**src/rtl/l2_cache_control_if.sv**
```systemverilog
// Upstream request/response and backing-memory handshake for the L2 cache
// controller.
//   mem_read / mem_write : line request from the level above, held until mem_resp
//   mem_resp             : one-cycle completion pulse back to the requester
//   pmem_read/pmem_write : line request to backing memory, held until pmem_resp
//   pmem_resp            : one-cycle completion pulse from backing memory
// The slave modport is the controller's view; the master modport is the view
// of the surrounding requester plus memory model.
interface l2_cache_control_if;
    logic mem_read;
    logic mem_write;
    logic mem_resp;
    logic pmem_read;
    logic pmem_write;
    logic pmem_resp;

    modport master (
        output mem_read, mem_write, pmem_resp,
        input  mem_resp, pmem_read, pmem_write
    );

    modport slave (
        input  mem_read, mem_write, pmem_resp,
        output mem_resp, pmem_read, pmem_write
    );
endinterface

```
**src/rtl/l2_cache_control.sv**
```systemverilog
// Control FSM for an N-way set-associative L2 cache with write-back,
// write-allocate policy and per-set round-robin replacement.
//
// Ports:
//   clk, rst     : single clock, synchronous active-high reset
//   bus          : request/response and backing-memory handshake (slave side)
//   hit, dirty_out, valid_out [num_ways] : tag/status array outputs
//   lru_out      : replacement pointer of the indexed set (one-hot or zero)
//   lru_in, ld_lru, rd_lru               : replacement array control
//   ld_*/rd_*/dirty_in/valid_in/datain_sel [num_ways] : per-way array control
//   byte_enable [num_ways]               : data-array write enables
//   mem_addr_sel : 0 = request address, 1 = victim writeback address
//
// State outputs are decoded from the current state and the array/memory
// status of the same cycle; every output is forced low while rst is high.
module l2_cache_control #(
    parameter int num_ways = 8
) (
    input  logic                  clk,
    input  logic                  rst,
    l2_cache_control_if.slave     bus,
    input  logic                  hit         [num_ways],
    input  logic                  dirty_out   [num_ways],
    input  logic                  valid_out   [num_ways],
    input  logic [num_ways-1:0]   lru_out,
    output logic [num_ways-1:0]   lru_in,
    output logic                  ld_lru,
    output logic                  rd_lru,
    output logic                  ld_dirty    [num_ways],
    output logic                  ld_valid    [num_ways],
    output logic                  ld_tag      [num_ways],
    output logic                  rd_data     [num_ways],
    output logic                  rd_dirty    [num_ways],
    output logic                  rd_valid    [num_ways],
    output logic                  rd_tag      [num_ways],
    output logic                  dirty_in    [num_ways],
    output logic                  valid_in    [num_ways],
    output logic                  datain_sel  [num_ways],
    output logic [31:0]           byte_enable [num_ways],
    output logic                  mem_addr_sel
);

    typedef enum logic [2:0] {
        IDLE,
        CHECK,
        WB,
        FILL,
        REREAD
    } state_e;

    localparam logic [num_ways-1:0] LSB_ONE = num_ways'(1);

    state_e                state_q;
    logic [num_ways-1:0]   victim_q;

    logic [num_ways-1:0]   hit_vec;
    logic [num_ways-1:0]   valid_vec;
    logic [num_ways-1:0]   dirty_vec;
    logic [num_ways-1:0]   hit_sel;
    logic [num_ways-1:0]   first_invalid;
    logic [num_ways-1:0]   victim_d;
    logic                  any_hit;
    logic                  any_invalid;
    logic                  victim_dirty;
    logic                  req;

    logic                  in_idle;
    logic                  in_check;
    logic                  in_wb;
    logic                  in_fill;
    logic                  in_reread;
    logic                  rd_all;
    logic                  wr_hit;
    logic                  wb_done;
    logic                  fill_done;

    // Flatten the per-way status arrays so one-hot arithmetic can be used.
    for (genvar gi = 0; gi < num_ways; gi++) begin : g_pack
        assign hit_vec[gi]   = hit[gi];
        assign valid_vec[gi] = valid_out[gi];
        assign dirty_vec[gi] = dirty_out[gi];
    end

    assign req          = bus.mem_read | bus.mem_write;
    assign any_hit      = |hit_vec;
    // Isolate the lowest set bit: multiple hits are illegal, but if they
    // ever occur only the lowest way is acted on.
    assign hit_sel      = hit_vec & (~hit_vec + LSB_ONE);
    // Lowest clear bit of the valid vector.
    assign first_invalid = ~valid_vec & (valid_vec + LSB_ONE);
    assign any_invalid  = ~&valid_vec;
    // A zero pointer with every way valid would leave nothing to replace;
    // fall back to way 0 so the miss still makes forward progress.
    assign victim_d     = any_invalid  ? first_invalid :
                          (|lru_out)   ? lru_out       : LSB_ONE;
    assign victim_dirty = |(victim_d & valid_vec & dirty_vec);

    always_ff @(posedge clk) begin
        if (rst) begin
            state_q  <= IDLE;
            victim_q <= '0;
        end else begin
            case (state_q)
                IDLE: begin
                    if (req) begin
                        state_q <= CHECK;
                    end
                end
                CHECK: begin
                    if (!req || any_hit) begin
                        state_q <= IDLE;
                    end else begin
                        // Victim is frozen here; WB and FILL keep the
                        // arrays unread so the datapath address stays put.
                        victim_q <= victim_d;
                        state_q  <= victim_dirty ? WB : FILL;
                    end
                end
                WB: begin
                    if (bus.pmem_resp) begin
                        state_q <= FILL;
                    end
                end
                FILL: begin
                    if (bus.pmem_resp) begin
                        state_q <= REREAD;
                    end
                end
                REREAD: begin
                    state_q <= CHECK;
                end
                default: begin
                    state_q <= IDLE;
                end
            endcase
        end
    end

    assign in_idle   = !rst && (state_q == IDLE);
    assign in_check  = !rst && (state_q == CHECK);
    assign in_wb     = !rst && (state_q == WB);
    assign in_fill   = !rst && (state_q == FILL);
    assign in_reread = !rst && (state_q == REREAD);

    assign rd_all    = in_idle | in_reread;
    assign wr_hit    = in_check & any_hit & bus.mem_write;
    assign wb_done   = in_wb & bus.pmem_resp;
    assign fill_done = in_fill & bus.pmem_resp;

    assign bus.mem_resp   = in_check & any_hit & req;
    assign bus.pmem_write = in_wb;
    assign bus.pmem_read  = in_fill;
    assign mem_addr_sel   = in_wb;
    assign rd_lru         = rd_all;
    // The replacement pointer only advances when a line is installed; hits
    // leave it alone, giving round-robin order within each set.
    assign ld_lru         = fill_done;

    for (genvar gi = 0; gi < num_ways; gi++) begin : g_way
        logic wr_way;
        logic fill_way;

        assign wr_way   = wr_hit & hit_sel[gi];
        assign fill_way = fill_done & victim_q[gi];

        assign rd_data[gi]     = rd_all;
        assign rd_dirty[gi]    = rd_all;
        assign rd_valid[gi]    = rd_all;
        assign rd_tag[gi]      = rd_all;

        // Dirty bit is set by a write hit and cleared both when the victim
        // has been written back and when the new line is installed.
        assign ld_dirty[gi]    = wr_way | fill_way | (wb_done & victim_q[gi]);
        assign dirty_in[gi]    = wr_way;
        assign ld_valid[gi]    = fill_way;
        assign ld_tag[gi]      = fill_way;
        assign valid_in[gi]    = fill_way;
        assign datain_sel[gi]  = fill_way;
        assign byte_enable[gi] = (wr_way | fill_way) ? 32'hFFFF_FFFF : 32'h0000_0000;

        // Next pointer is the victim rotated left; the top way wraps to 0.
        assign lru_in[gi]      = fill_done & victim_q[(gi + num_ways - 1) % num_ways];
    end

    a_single_hit: assert property (@(posedge clk) disable iff (rst)
        (state_q == CHECK) |-> $onehot0(hit_vec));

    a_pmem_exclusive: assert property (@(posedge clk) disable iff (rst)
        !(bus.pmem_read && bus.pmem_write));

endmodule
```
**src/flat_wrapper.sv**
```systemverilog
// flat-port wrapper written by rule: the top's interface ports become plain ports
module l2_cache_control_flat 
#(
    parameter int num_ways = 8
)
  (clk, rst, hit, dirty_out, valid_out, lru_out, lru_in, ld_lru, rd_lru, ld_dirty, ld_valid, ld_tag, rd_data, rd_dirty, rd_valid, rd_tag, dirty_in, valid_in, datain_sel, byte_enable, mem_addr_sel, bus_mem_read, bus_mem_write, bus_pmem_resp, bus_mem_resp, bus_pmem_read, bus_pmem_write);
  l2_cache_control_if bus_i ();
  input  logic clk;
  input  logic rst;
  input  logic hit[num_ways];
  input  logic dirty_out[num_ways];
  input  logic valid_out[num_ways];
  input  logic [num_ways-1:0] lru_out;
  output logic [num_ways-1:0] lru_in;
  output logic ld_lru;
  output logic rd_lru;
  output logic ld_dirty[num_ways];
  output logic ld_valid[num_ways];
  output logic ld_tag[num_ways];
  output logic rd_data[num_ways];
  output logic rd_dirty[num_ways];
  output logic rd_valid[num_ways];
  output logic rd_tag[num_ways];
  output logic dirty_in[num_ways];
  output logic valid_in[num_ways];
  output logic datain_sel[num_ways];
  output logic [31:0] byte_enable[num_ways];
  output logic mem_addr_sel;
  input wire logic [$bits(bus_i.mem_read)-1:0] bus_mem_read;
  input wire logic [$bits(bus_i.mem_write)-1:0] bus_mem_write;
  input wire logic [$bits(bus_i.pmem_resp)-1:0] bus_pmem_resp;
  output wire logic [$bits(bus_i.mem_resp)-1:0] bus_mem_resp;
  output wire logic [$bits(bus_i.pmem_read)-1:0] bus_pmem_read;
  output wire logic [$bits(bus_i.pmem_write)-1:0] bus_pmem_write;
  assign bus_i.mem_read = bus_mem_read;
  assign bus_i.mem_write = bus_mem_write;
  assign bus_i.pmem_resp = bus_pmem_resp;
  assign bus_mem_resp = bus_i.mem_resp;
  assign bus_pmem_read = bus_i.pmem_read;
  assign bus_pmem_write = bus_i.pmem_write;
  l2_cache_control #(.num_ways(num_ways)) u_core (.clk(clk), .rst(rst), .bus(bus_i), .hit(hit), .dirty_out(dirty_out), .valid_out(valid_out), .lru_out(lru_out), .lru_in(lru_in), .ld_lru(ld_lru), .rd_lru(rd_lru), .ld_dirty(ld_dirty), .ld_valid(ld_valid), .ld_tag(ld_tag), .rd_data(rd_data), .rd_dirty(rd_dirty), .rd_valid(rd_valid), .rd_tag(rd_tag), .dirty_in(dirty_in), .valid_in(valid_in), .datain_sel(datain_sel), .byte_enable(byte_enable), .mem_addr_sel(mem_addr_sel));
endmodule
```
**config.mk**
```make
export PLATFORM = sky130hd
export DESIGN_NAME = l2_cache_control_flat
export DESIGN_NICKNAME = d
export VERILOG_FILES = /design/src/rtl/l2_cache_control_if.sv /design/src/rtl/l2_cache_control.sv /design/src/flat_wrapper.sv
export SDC_FILE = /design/constraint.sdc
export NUM_CORES = 1
export LEC_CHECK = 0
export ABC_AREA = 1
export BUFFER_PORTS_ARGS = -buffer_cell sky130_fd_sc_hd__buf_2
export CORE_AREA = 2 2 150 152
export CTS_BUF_LIST = sky130_fd_sc_hd__clkbuf_8
export DETAILED_ROUTE_END_ITERATION = 7
export DIE_AREA = 0 0 152 154
export GPL_TIMING_DRIVEN = 0
export PLACE_DENSITY = 0.43
export REMOVE_ABC_BUFFERS = 1
export SETUP_SLACK_MARGIN = 0.3
export SYNTH_ARGS = -nofsm -noshare
export SYNTH_HDL_FRONTEND = slang
export SYNTH_SLANG_ARGS = --single-unit
export TNS_END_PERCENT = 30
```
**constraint.sdc**
```tcl
create_clock -name clk -period 4.5 [get_ports clk]
set_clock_uncertainty 0.15 [all_clocks]
set_input_delay 1.35 -clock clk [delete_from_list [all_inputs] [get_ports clk]]
set_output_delay 1.35 -clock clk [all_outputs]
set_load 0.02 [all_outputs]
```
==> results.yml <==
setup_path:
  path_class: "primary input to output port"
  slowest_stage: "o22ai_4"
  path_cells: "buf_16 > nor4_4 > nand2_4 > buf_12 > clkbuf_16 > buf_4 > o22ai_4 > clkbuf_16 > buf_2"
  cp_top_family: "buffers and inverters"
  slowest_delay_ps: 220
  start_kind: "primary input"
  end_kind: "output port"
  cp.required_ps: 3000
  crit_top_cell: "clkbuf_16"
  path_buf_inv: 6
  critPathArrivalTime_ps: 2800
  worst-path-max-fanout: 8
global_route:
  grt_usage_pct: 8.327
  grt_pass1_wl_um: 15350
  grt_max_degree: 34
  grt_pass1_vias: 2354
  antenna_found_initial: 0
  gr-total-overflow: 0
clock_tree:
  clk_latency_ps: 240
  cts.sink_count: 11
  postCtsHoldBufs: 0
  cts_made_buffers: 3
  cts-root-buf: "clkbuf_8"
  clkTransAtPathRegs_ps: 50
  cts_tree: "done"
  clk_path_buf_depth: 2
  htree_levels: 1
power_and_ir_drop:
  ir_drop_uv: 57.47
  combPwrFrac_pct: 48.3
  internal-power_mw: 0.2277
  total_leakage_power_nw: 3.205
  cellPowerDensity_mw_per_mm2: 77.30
  p_sw_mw: 0.1595
  pwr-share-seq_pct: 25.7
  power_frac_clock_pct: 26.0
  switching_share_pct: 41.19
timing:
  fin_crit_sh_pct: 95.64
  rsz0062_at_grt: "true"
  worst_slack_ps: 196.3
  finalSetupTns_ps: 0
  finalSetupViolCount: 0
  worst_pin_slew_ps: 901.3
  relSlewSlack_pct: 39.85
  fmax_ghz: 0.2324
  period_needed_ps: 4304
  report.final.hold_viol_count: 0
  slew_viol_final: 0
floorplan:
  coreArea_sq_mm: 0.02169
  start_util_pct: 17.60
  io_pins: 387
  die_w_um: 152
  die_area_sq_mm: 0.02341
  num_rows: 54
  die_h_um: 154
logic_synthesis:
  ys_async_sr_fraction_pct: 0
  syn_area_sq_mm: 0.003817
  ys_types: 31
  synth.largest_area_cell: "buf_4"
  syn_inst: 543
  synthTopCellsByArea: "buf_4 65%, dfxtp_1 5.8%, nand2_1 4.8%"
  yosysMostFrequentCell: "buf_4"
  ys_seq_area_share_pct: 5.769
  synth_top_area_share_pct: 64.70
  synth_edf_count: 0
  syn_area_per_cell_sq_um: 7.030
  yosys_warnings: 0
  synth_seq_cells: 11
  ys_top_cells_by_count: "329 x buf_4, 49 x nand2_1, 45 x inv_1"
  synth-main-ff-cell: "dfxtp_1"
drt:
  route.detailed.drc: 0
  wl_per_cell_um: 12.92
  dr_total_vias: 3068
  drt-total-wl_um: 11950
  drt-vias-per-instance: 3.317
  first_pass_iters: 4
  ant_nets: 0
  first_iter_violations: 97
flow_run:
  maxCapViolCount: 0
placement:
  dp_hpwl_um: 8603
  dpl_worst_slack_ps: -762.8
  place_congestion: 0.7385
  io_buffers: 386
min_path:
  holdCritPathClass: "register to register"
cells_and_area:
  syn_to_final_growth_pct: 31.20
  layout-drive-gt1-share_pct: 77.21
  antenna_cells: 0
  fin_nets: 683
status:
  status: "complete, no violations"
## power by group through the flow
stage	registers, mW	clock network, mW	logic [mW]
after global placement	0.102	0	0.159
final	0.0995	0.101	0.187
after CTS	0.0994	0.103	0.170
after global routing	0.0994	0.108	0.201
after detailed placement	0.101	0	0.159
after floorplan	0.101	0	0.0885
## cell usage in the layout (no fill, tap or decap), types with 6 or more instances in the layout
master / count
nand2_8: 12
inv_2: 8
dfxtp_1: 11
a211oi_2: 7
nand2_4: 7
buf_8: 11
a21oi_1: 7
buf_4: 43
inv_1: 41
buf_6: 65
nor2_4: 13
nand2_1: 42
nand3_2: 9
nand3b_1: 6
nor2_1: 16
buf_12: 7
nand3_1: 11
buf_2: 290
## layer usage
layer  vias to the layer above  global-route usage [%]  wire length (um)
met5                         -                       0                 0
met4                         0                   1.869                89
met3                         5                  0.4510               544
met2                       141                   15.57              6397
met1                      1361                   10.48              4918
li1                       1561                       -                 -
## area by class of cell
cell class | count | area, sq um
Clock buffer | 3 | 41.29
Clock inverter | 1 | 3.754
Fill cell | 2392 | 16680
Inverter | 53 | 219.0
Multi-Input combinational cell | 158 | 1285
Sequential cell | 11 | 220.2
Tap cell | 280 | 350.3
Timing Repair Buffer | 419 | 2889
## metrics by stage
stage / instance area, sq um / cells / hold WS, ps / utilization, % / power [mW]
5_1_grt: 5009 / 925 / 435.6 / 23.09 / 0.4081
3_3_place_gp: 3592 / 876 / 371.6 / 16.56 / 0.2604
3_5_place_dp: 3598 / 876 / 380.1 / 16.59 / 0.2601
4_1_cts: 4287 / 902 / 393.9 / 19.76 / 0.3724
6_report: 5009 / 925 / 399.0 / 23.09 / 0.3872
2_1_floorplan: 1310 / 210 / 336.4 / - / 0.1897
## tightest hold or removal path: cells and delay by family (launching register included)
| kind | cells | cell delay, ps |
|---|---|---|
| buffers and inverters | 1 | 50 |
| AO/OA/AOI/OAI | 1 | 110 |
| flip-flops | 1 | 360 |
## flip-flops by register name, summed over array words and instances, names as in the netlist
name / cells
u_core.victim_q: 8
u_core.state_q: 3
## cells by family (layout without fill, tap and decap cells)
| family | count (synthesis) | count (layout) | share of synthesized area [%] |
|---|---|---|---|
| simple gates | 122 | 133 | 18.35 |
| buf+inv | 386 | 476 | 70.89 |
| compound gates | 24 | 25 | 4.982 |
| flops | 11 | 11 | 5.769 |
## final timing paths
kind / startpoint / endpoint / slack, ps / cells after the start
setup / recovery: rst / byte_enable[235] / 200 / 9
hold / removal: u_core.victim_q[0]$_SDFFE_PP0P_ / u_core.victim_q[0]$_SDFFE_PP0P_ / 400 / 2
setup reg to reg: u_core.state_q[2]$_SDFFE_PP0P_ / u_core.victim_q[2]$_SDFFE_PP0P_ / 2550 / 6
hold reg to reg: u_core.victim_q[0]$_SDFFE_PP0P_ / u_core.victim_q[0]$_SDFFE_PP0P_ / 400 / 2
## what timing repair did
action	CTS	global route
buffers inserted	15	16
endpoints found under the setup margin	343	264
pin swaps	14	11
resized for setup	113	133
hold endpoints to repair	0	0
gates cloned	7	7
Note: power is estimated with default switching activity, not from simulation.
